**src/rtl/mmu_arbiter.sv**
```systemverilog
// mmu_arbiter: round-robin two-requester burst arbiter and beat sequencer for mmu_unit.
// Ports: CLK/RSTN; REQ*/GNT*/BEAT*/DONE*/ERR* per requester; RDATA; SELX..RESP slave side.

package mmu_pkg;
  localparam logic [2:0] TRANSFER_IDLE   = 3'd0;
  localparam logic [2:0] TRANSFER_BUSY   = 3'd1;
  localparam logic [2:0] TRANSFER_NONSEQ = 3'd2;
  localparam logic [2:0] TRANSFER_SEQ    = 3'd3;

  typedef enum logic [1:0] {
    ARB_IDLE,
    ARB_ISSUE,
    ARB_WAIT
  } arb_state_t;
endpackage

module mmu_arbiter
  import mmu_pkg::*;
#(
  parameter int TIMEOUT = 255
) (
  input  logic        CLK,
  input  logic        RSTN,
  input  logic        REQ0,
  input  logic        REQ1,
  input  logic [31:0] REQ_ADDR0,
  input  logic [31:0] REQ_ADDR1,
  input  logic        REQ_WRITE0,
  input  logic        REQ_WRITE1,
  input  logic [2:0]  REQ_SIZE0,
  input  logic [2:0]  REQ_SIZE1,
  input  logic [2:0]  REQ_BURST0,
  input  logic [2:0]  REQ_BURST1,
  input  logic [31:0] REQ_WDATA0,
  input  logic [31:0] REQ_WDATA1,
  output logic        GNT0,
  output logic        GNT1,
  output logic        BEAT0,
  output logic        BEAT1,
  output logic        DONE0,
  output logic        DONE1,
  output logic        ERR0,
  output logic        ERR1,
  output logic [31:0] RDATA,
  output logic        SELX,
  output logic [31:0] ADDR,
  output logic [31:0] WRITE_DATA,
  output logic        WRITE,
  output logic [2:0]  SIZE,
  output logic [2:0]  BURST,
  output logic [2:0]  TRANS,
  input  logic [31:0] READ_DATA,
  input  logic        READYOUT,
  input  logic        RESP
);

  localparam logic [7:0] WAIT_LAST = 8'(TIMEOUT - 1);

  arb_state_t state_q;
  arb_state_t state_d;

  logic        prio_q;
  logic        owner_q;
  logic        first_q;
  logic        write_q;
  logic [2:0]  size_q;
  logic [2:0]  burst_q;
  logic [4:0]  cnt_q;
  logic [7:0]  wcnt_q;
  logic [31:0] addr_q;
  logic [31:0] wdata_q;
  logic [31:0] rdata_q;
  logic        beat_q;
  logic        done_q;
  logic        err_q;

  logic        in_idle;
  logic        in_issue;
  logic        in_wait;
  logic        grant;
  logic        win;
  logic [31:0] win_addr;
  logic        win_write;
  logic [2:0]  win_size;
  logic [2:0]  win_burst;
  logic [31:0] own_wdata;
  logic        good;
  logic        bad;
  logic        tmo;
  logic        last;
  logic        fin;
  logic        abort;
  logic [31:0] step;
  logic [13:0] total;
  logic [31:0] mask;
  logic [31:0] addr_inc;
  logic [31:0] addr_nxt;

  function automatic logic [4:0] beats(
    input logic [1:0] sel
  );
    unique case (sel)
      2'b00:   beats = 5'd1;
      2'b01:   beats = 5'd4;
      2'b10:   beats = 5'd8;
      default: beats = 5'd16;
    endcase
  endfunction

  assign in_idle  = state_q == ARB_IDLE;
  assign in_issue = state_q == ARB_ISSUE;
  assign in_wait  = state_q == ARB_WAIT;

  assign grant = in_idle & (REQ0 | REQ1);
  // Contention goes to prio; otherwise the lone requester.
  assign win   = (REQ0 & REQ1) ? prio_q : REQ1;

  assign win_addr  = win ? REQ_ADDR1  : REQ_ADDR0;
  assign win_write = win ? REQ_WRITE1 : REQ_WRITE0;
  assign win_size  = win ? REQ_SIZE1  : REQ_SIZE0;
  assign win_burst = win ? REQ_BURST1 : REQ_BURST0;
  assign own_wdata = owner_q ? REQ_WDATA1 : REQ_WDATA0;

  // RESP dominates READYOUT.
  assign good  = in_wait & READYOUT & ~RESP;
  assign bad   = in_wait & RESP;
  assign tmo   = in_wait & ~READYOUT & ~RESP
               & (wcnt_q == WAIT_LAST);
  assign last  = cnt_q == 5'd1;
  assign fin   = good & last;
  assign abort = bad | tmo;

  assign step     = 32'd1 << size_q;
  assign total    = {9'd0, beats(burst_q[2:1])} << size_q;
  assign mask     = {18'd0, total - 14'd1};
  assign addr_inc = addr_q + step;
  assign addr_nxt = burst_q[0]
                  ? (addr_q & ~mask) | (addr_inc & mask)
                  : addr_inc;

  always_ff @(posedge CLK or negedge RSTN) begin
    if (!RSTN) state_q <= ARB_IDLE;
    else       state_q <= state_d;
  end

  always_comb begin
    state_d = state_q;
    unique case (state_q)
      ARB_IDLE:  if (grant) state_d = ARB_ISSUE;
      ARB_ISSUE: state_d = ARB_WAIT;
      ARB_WAIT: begin
        if (fin | abort) state_d = ARB_IDLE;
        else if (good)   state_d = ARB_ISSUE;
      end
      default:   state_d = ARB_IDLE;
    endcase
  end

  always_comb begin
    SELX       = 1'b0;
    TRANS      = TRANSFER_IDLE;
    WRITE_DATA = wdata_q;
    unique case (state_q)
      ARB_ISSUE: begin
        SELX       = 1'b1;
        TRANS      = first_q ? TRANSFER_NONSEQ
                             : TRANSFER_SEQ;
        WRITE_DATA = own_wdata;
      end
      ARB_WAIT: begin
        SELX  = 1'b1;
        TRANS = TRANSFER_BUSY;
      end
      default: ;
    endcase
  end

  always_ff @(posedge CLK or negedge RSTN) begin
    if (!RSTN) begin
      prio_q  <= 1'b0;
      owner_q <= 1'b0;
      first_q <= 1'b0;
      write_q <= 1'b0;
      size_q  <= 3'd0;
      burst_q <= 3'd0;
      cnt_q   <= 5'd0;
      wcnt_q  <= 8'd0;
      addr_q  <= 32'd0;
      wdata_q <= 32'd0;
      rdata_q <= 32'd0;
      beat_q  <= 1'b0;
      done_q  <= 1'b0;
      err_q   <= 1'b0;
    end else begin
      beat_q <= good;
      done_q <= fin;
      err_q  <= abort;
      if (grant) begin
        owner_q <= win;
        addr_q  <= win_addr;
        write_q <= win_write;
        size_q  <= win_size;
        burst_q <= win_burst;
        cnt_q   <= beats(win_burst[2:1]);
        first_q <= 1'b1;
      end
      if (in_issue) begin
        wdata_q <= own_wdata;
        wcnt_q  <= 8'd0;
      end
      if (in_wait & ~READYOUT & ~RESP)
        wcnt_q <= wcnt_q + 8'd1;
      if (good) begin
        rdata_q <= READ_DATA;
        cnt_q   <= cnt_q - 5'd1;
        addr_q  <= addr_nxt;
        first_q <= 1'b0;
      end
      if (fin | abort) prio_q <= ~owner_q;
    end
  end

  assign GNT0  = ~in_idle & ~owner_q;
  assign GNT1  = ~in_idle &  owner_q;
  assign BEAT0 = beat_q & ~owner_q;
  assign BEAT1 = beat_q &  owner_q;
  assign DONE0 = done_q & ~owner_q;
  assign DONE1 = done_q &  owner_q;
  assign ERR0  = err_q  & ~owner_q;
  assign ERR1  = err_q  &  owner_q;
  assign RDATA = rdata_q;
  assign ADDR  = addr_q;
  assign WRITE = write_q;
  assign SIZE  = size_q;
  assign BURST = burst_q;

endmodule

```
**config.mk**
```make
export PLATFORM = sky130hd
export DESIGN_NAME = mmu_arbiter
export DESIGN_NICKNAME = d
export VERILOG_FILES = /design/src/rtl/mmu_arbiter.sv
export SDC_FILE = /design/constraint.sdc
export NUM_CORES = 1
export LEC_CHECK = 0
export BUFFER_PORTS_ARGS = -buffer_cell sky130_fd_sc_hd__buf_2
export CORE_ASPECT_RATIO = 0.8
export CORE_MARGIN = 10
export CORE_UTILIZATION = 45
export DETAILED_ROUTE_END_ITERATION = 8
export PLACE_DENSITY = 0.75
export SLEW_MARGIN = 20
export SYNTH_ARGS = -nofsm -noshare
export SYNTH_HDL_FRONTEND = slang
export SYNTH_SLANG_ARGS = --single-unit
```
**constraint.sdc**
```tcl
create_clock -name CLK -period 3.55 [get_ports CLK]
set_input_delay 0.1775 -clock CLK [delete_from_list [all_inputs] [get_ports CLK]]
set_output_delay 0.1775 -clock CLK [all_outputs]
set_load 0.005 [all_outputs]
```
Yosys cells after proc, flatten, opt, wreduce, memory -nomap -nowiden
Index checks and enable logic that the tools add are counted.
Widths: inputs -> output; s select.
{"block": "word_totals", "output_inout_bits": 115, "inputBits": 180, "word_cells": 91, "reg_bits": 124}
{"block": "classes", "bitwise_logic": 28, "n_eq_ne": 10, "reduce_logical": 7, "addsub": 4, "n_shift": 2, "muxes": 25}
{"operator": "$mux 32", "n": 6}
{"operator": "$add 32x32->32", "n": 1}
{"operator": "$and 32x14->32", "n": 1}
{"operator": "$and 32x32->32", "n": 1}
{"operator": "$not 14->32", "n": 1}
{"operator": "$or 32x32->32", "n": 1}
{"operator": "$shl 1x3->32 const A", "n": 1}
{"operator": "$pmux 5 s3", "n": 2}
{"operator": "$and 1x1->1", "n": 17}
{"operator": "$mux 8", "n": 2}
{"operator": "$shl 5x3->14", "n": 1}
{"operator": "$sub 14x1->14 const B", "n": 1}
{"operator": "$mux 5", "n": 2}
{"operator": "$add 8x1->8 const B", "n": 1}
{"operator": "$eq 8x8->1 const B", "n": 1}
{"operator": "$eq 2x1->1 const B", "n": 3}
{"operator": "$eq 2x2->1 const B", "n": 3}
{"operator": "$logic_not 2->1", "n": 3}
{"operator": "$mux 1", "n": 6}
{"operator": "$mux 2", "n": 3}
{"operator": "$mux 3", "n": 2}
{"operator": "$pmux 2 s3", "n": 1}
{"operator": "$eq 5x1->1 const B", "n": 1}
{"operator": "$sub 5x1->5 const B", "n": 1}
{"operator": "8 further kinds", "n": 14}

Longest topological paths before layout
{"block": "depth", "word_depth": 9, "mapped_depth": 13, "depth_no_buf": 10}

Worst setup path after synthesis
No wires, ideal clock.
{"block": "synth_timing", "kind": "register -> register", "startpoint": "reg size_q[2] (netlist: SIZE[2])", "endpoint": "reg addr_q[14] (netlist: ADDR[14])", "synth_period_minus_slack_ns": 2.995, "slack_ns": 0.555, "required_time_ns": 3.424, "stages_incl_launch_ff": 13, "arrival_ns": 2.869, "setup_time_ns": 0.126, "n_path_buf": 3, "path_cell_list": "dfrtp_1 -> clkbuf_1 -> buf_2 -> buf_1 -> nor3_1 -> ha_1 -> fa_1 -> a211oi_1 -> nor2_1 -> o22a_1 -> nand3_1 -> xnor2_1 -> a221o_1"}
{"block": "synth_between", "elab_chain_len": 6}
{"element": "from (decl)", "line": "66", "source": "logic [2:0] size_q;"}
{"element": "from (signal assigned)", "line": "202", "source": "size_q <= win_size;"}
{"element": "$shl 1x3->32 *", "line": "133", "source": "assign step = 32'd1 << size_q;"}
{"element": "$add 32x32->32 *", "line": "136", "source": "assign addr_inc = addr_q + step;"}
{"element": "$and 32x14->32", "line": "138", "source": "? (addr_q & ~mask) | (addr_inc & mask)"}
{"element": "$or 32x32->32", "line": "138"}
{"element": "$mux 32 *", "line": "138"}
{"element": "$mux 32 *", "line": "213", "source": "if (good) begin"}
{"element": "to (signal assigned)", "line": "200", "source": "addr_q <= win_addr;"}
{"element": "to (signal assigned)", "line": "216", "source": "addr_q <= addr_nxt;"}
{"element": "to (decl)", "line": "70", "source": "logic [31:0] addr_q;"}
Mark *: on every way between the ends. The rest lies on a longest branch, timed or not.
A chain may end at the register's enable or synchronous reset.

==> summary.md <==
Largest area contributor in the netlist: dfrtp_1. For this design the top-level I/O count stands at 295. Counting the buffers created by CTS gives 17. At the later pin of the worst-skew pair, clock insertion delay measures 0.42 ns. The net count after synthesis was 1046.

Clock-pin slew was measured on the worst setup and hold paths at 0.06 ns. In this run the vertical extent of the chip is 133 um. The row count is 41.

The total of warnings raised by yosys is 0. The run gives 25400 um as the total wire length. Entering global routing, the biggest net connects 77 pins. Detailed-router iteration count before antenna repair: 5. The run gives 0 as the number of antenna repair diodes. The final-report hold violation count was 0.

Synthesis inferred 124 register bits. CTS built an H-tree with a depth of 4. Walking the worst path, the cells encountered are buf_4 -> or3b_2 -> ha_1 -> nand2b_1 -> and3_1 -> o2111a_1 -> o2111a_1 -> xnor2_1 -> a21oi_1.

Setup repair after global routing left no endpoint under its margin. The share of flip-flops with an asynchronous set or reset after synthesis is 1.00, and the slew at the pin closest to its max-slew limit is 1.07 ns. The tools report the startpoint of the tightest hold check path as REQ_BURST0[0]. For this block, the initial DRC count from the detailed router was 628. For the count of nets left with antenna violations after detail routing, the log shows 0.

For this run, the leading register cell type out of synthesis is dfrtp_1. At the worst endpoint, the arrival time is 3.29 ns. The largest single stage delay on the critical path is 0.60 ns.

The clock drives 124 sinks. For this run the aggregate overflow at the end of global routing stands at 0. The part of the Yosys area used for sequential elements is 0.429. The cell sitting at the root of the clock tree is a clkbuf_16. The die is 162 um wide. Sort of element at the start of the critical path: a register. The proportion of layout cells with a drive suffix above 1 is 0.307.

The required time at the worst-slack endpoint is 3.83 ns. At the end of the flow, the number of nets in the layout was 1353. Relative slew slack: 0.287. Along the worst hold path, the cell count comes to 3. Sorting the synthesized cells by area gives the leading types as dfrtp_1, nand2_1, mux2i_1.

Counting flops with a built-in enable in the synthesized netlist gives 0. Post-CTS repair changed the size of 0 cells. For the slack of the worst reg-to-reg path, the log shows 0.54 ns. For the placed cell area, the log shows 8890 um^2. Across the VDD grid, the largest voltage drop is 386 uV. TritonCTS built the clock tree.

The total standard cell area after synthesis is 7240 um^2. In the layout the commonest cells are buf_2, nand2_1, dfrtp_1, nor2_1, a21oi_1. Setup violations remaining at the end of the flow were counted as 0.

The tools report the total number of vias as 7520. In the synthesized netlist, the number of instances is 847. The areal power density over the cells came out at 850 nW/um^2. The maximum clock insertion buffer count was 2. The area growth from synthesis to layout is 35.2%, and the path depth of the worst reg2reg path is 9.

The region available for standard cell placement spans 15700 um^2. For this run, design rule violations remaining after detail routing come to 0. Summed over all failing endpoints, the final setup total negative slack is 0 ns.

In this run the static leakage power is 0.00485 uW. The area share of the largest cell type after synthesis was 0.429. The worst hold path endpoint is BURST[0]$_DFFE_PN0P_.

Initial standard-cell utilization of the core: 0.459. Port buffering added 293 buffers. The final standard cell area without fillers was 9780 um^2. The first global-routing pass estimated 40400 um of wire. The tools report the critical path capture point type as a register. The highest net fanout along the worst path is 15, and the detailed-placement wirelength estimate is 18500 um.

Timing would allow up to 332 MHz. Routability-driven placement finished with a final weighted congestion of 0.936. The run gives 21600 um^2 as the overall die area.

Classification of the worst setup path: register to register. The cell that appears most often on the critical path is o2111a_1. The largest individual stage delay along the critical path comes from the cell dfrtp_1. The tools report the overall track demand over capacity in global routing as 0.229.

Across the run, the number of max-cap violations was 0. The library cell used most frequently in the layout, excluding fill and tap cells, is buf_2. The clock arrives with 0.00937 ns of skew. The final cycle utilization of the critical path works out to 0.848.

Startpoint of the worst-slack reg-to-reg timing path: SIZE[0]$_DFFE_PN0P_. Fill cells in the final layout number 1397. Yosys mapped the design onto 78 distinct sky130hd cell types. The via count of the first global-routing pass was 7530; the clock period minus final worst setup slack was 3.01 ns. The number of antenna violations at the first check in global routing is 0, and the synthesized area per cell is 8.54 um^2. The number of pins exceeding their max-slew limit in the final report is 0.

The run finished with clean final reports. The detail-routed via count per cell is 5.45. Dividing the detail-routed wire length by the instance count gives 18.4 um. The worst hold path belongs to the class primary input to register.
how the worst max path moves through the flow:
stage | from | to | slack [ns] | cells after the start
CTS | SIZE[0]$_DFFE_PN0P_ | register | 0.58 | 9
floorplan | SIZE[2]$_DFFE_PN0P_ | ADDR[14]$_DFFE_PN0P_ | 0.55 | 12
detailed placement | SIZE[1]$_DFFE_PN0P_ | register | 0.62 | 9
finish | SIZE[0]$_DFFE_PN0P_ | register | 0.54 | 9
global placement | SIZE[2]$_DFFE_PN0P_ | register | 0.69 | 9
global route | SIZE[1]$_DFFE_PN0P_ | register | 0.39 | 9
cells in the mapped netlist, types with 9 or more instances:
| cell | number |
|---|---|
| buf_1 | 11 |
| xnor2_1 | 9 |
| and3_1 | 9 |
| nor2b_1 | 9 |
| ha_1 | 18 |
| clkbuf_1 | 29 |
| o21ai_0 | 26 |
| a21oi_1 | 63 |
| mux2i_1 | 45 |
| nand2_1 | 191 |
| inv_1 | 14 |
| a31oi_1 | 23 |
| dfrtp_1 | 124 |
| o21ai_1 | 10 |
| nand3_1 | 27 |
| o211ai_1 | 9 |
| nor3_1 | 12 |
| nor2_1 | 68 |
| buf_2 | 13 |
per-stage QoR:
step / util / total power [uW] / worst slack [ns] / cells / hold WS (ns)
after floorplan: - / 4970 / 0.555 / 847 / -0.118
after global placement: 0.565 / 6520 / 0.685 / 1316 / 0.244
after detailed placement: 0.565 / 6640 / 0.624 / 1316 / 0.251
after CTS: 0.621 / 8320 / 0.583 / 1381 / 0.000351
after global routing: 0.621 / 8960 / 0.387 / 1381 / 0.0105
final: 0.621 / 8310 / 0.541 / 1381 / 0.0134
routing by layer:
metal  GRT usage  vias up  wire length [um]
met5           0        -                 0
met4      0.0676        0               399
met3      0.0757       36              2430
met2       0.359      347             11800
met1       0.295     3535             10800
li1            -     3602                 -
power by group:
group,switching [uW],internal [uW],total [uW],leakage [uW]
logic,2280,1720,3990,0.00312
registers,653,2040,2700,0.00149
clock network,665,959,1620,0.000251
total,3590,4720,8310,0.00485
area by class of cell:
class,count,area [um^2],area share
multi-input cells,652,3850,0.394
flip-flops and latches,124,3100,0.317
repair buffers,344,1950,0.199
clock buffers,18,429,0.0439
well taps,215,269,0.0275
clock inverters,13,120,0.0123
inverters,15,56.3,0.00576
worst max-delay path, delay by kind of cell, from the launching register on:
kind	cells	cell delay, ns
AO/OA/AOI/OAI	3	0.57
buffers and inverters	1	0.25
adder cells (fa/ha/maj)	1	0.40
XOR/XNOR	1	0.13
AND/OR/NAND/NOR	3	0.93
flip-flops	1	0.60
cell families (layout without fill, tap and decap cells):
logic type / count (synthesis) / after routing / synth area share
other: 1 / 1 / 0.000518
buffers and inverters: 71 / 390 / 0.0412
xor gates and xnor gates: 16 / 16 / 0.0194
adders and majority gates: 19 / 19 / 0.0339
muxes: 47 / 47 / 0.0654
and+or+nand+nor: 371 / 371 / 0.235
DFF: 124 / 124 / 0.429
AOI/OAI and AO/OA: 198 / 198 / 0.176
what timing repair did:
action	4_1_cts	5_1_grt
hold buffers	34	0
hold endpoints to repair	81	0
setup buffers	0	0
No activity file was read; power rests on OpenSTA's default activity.
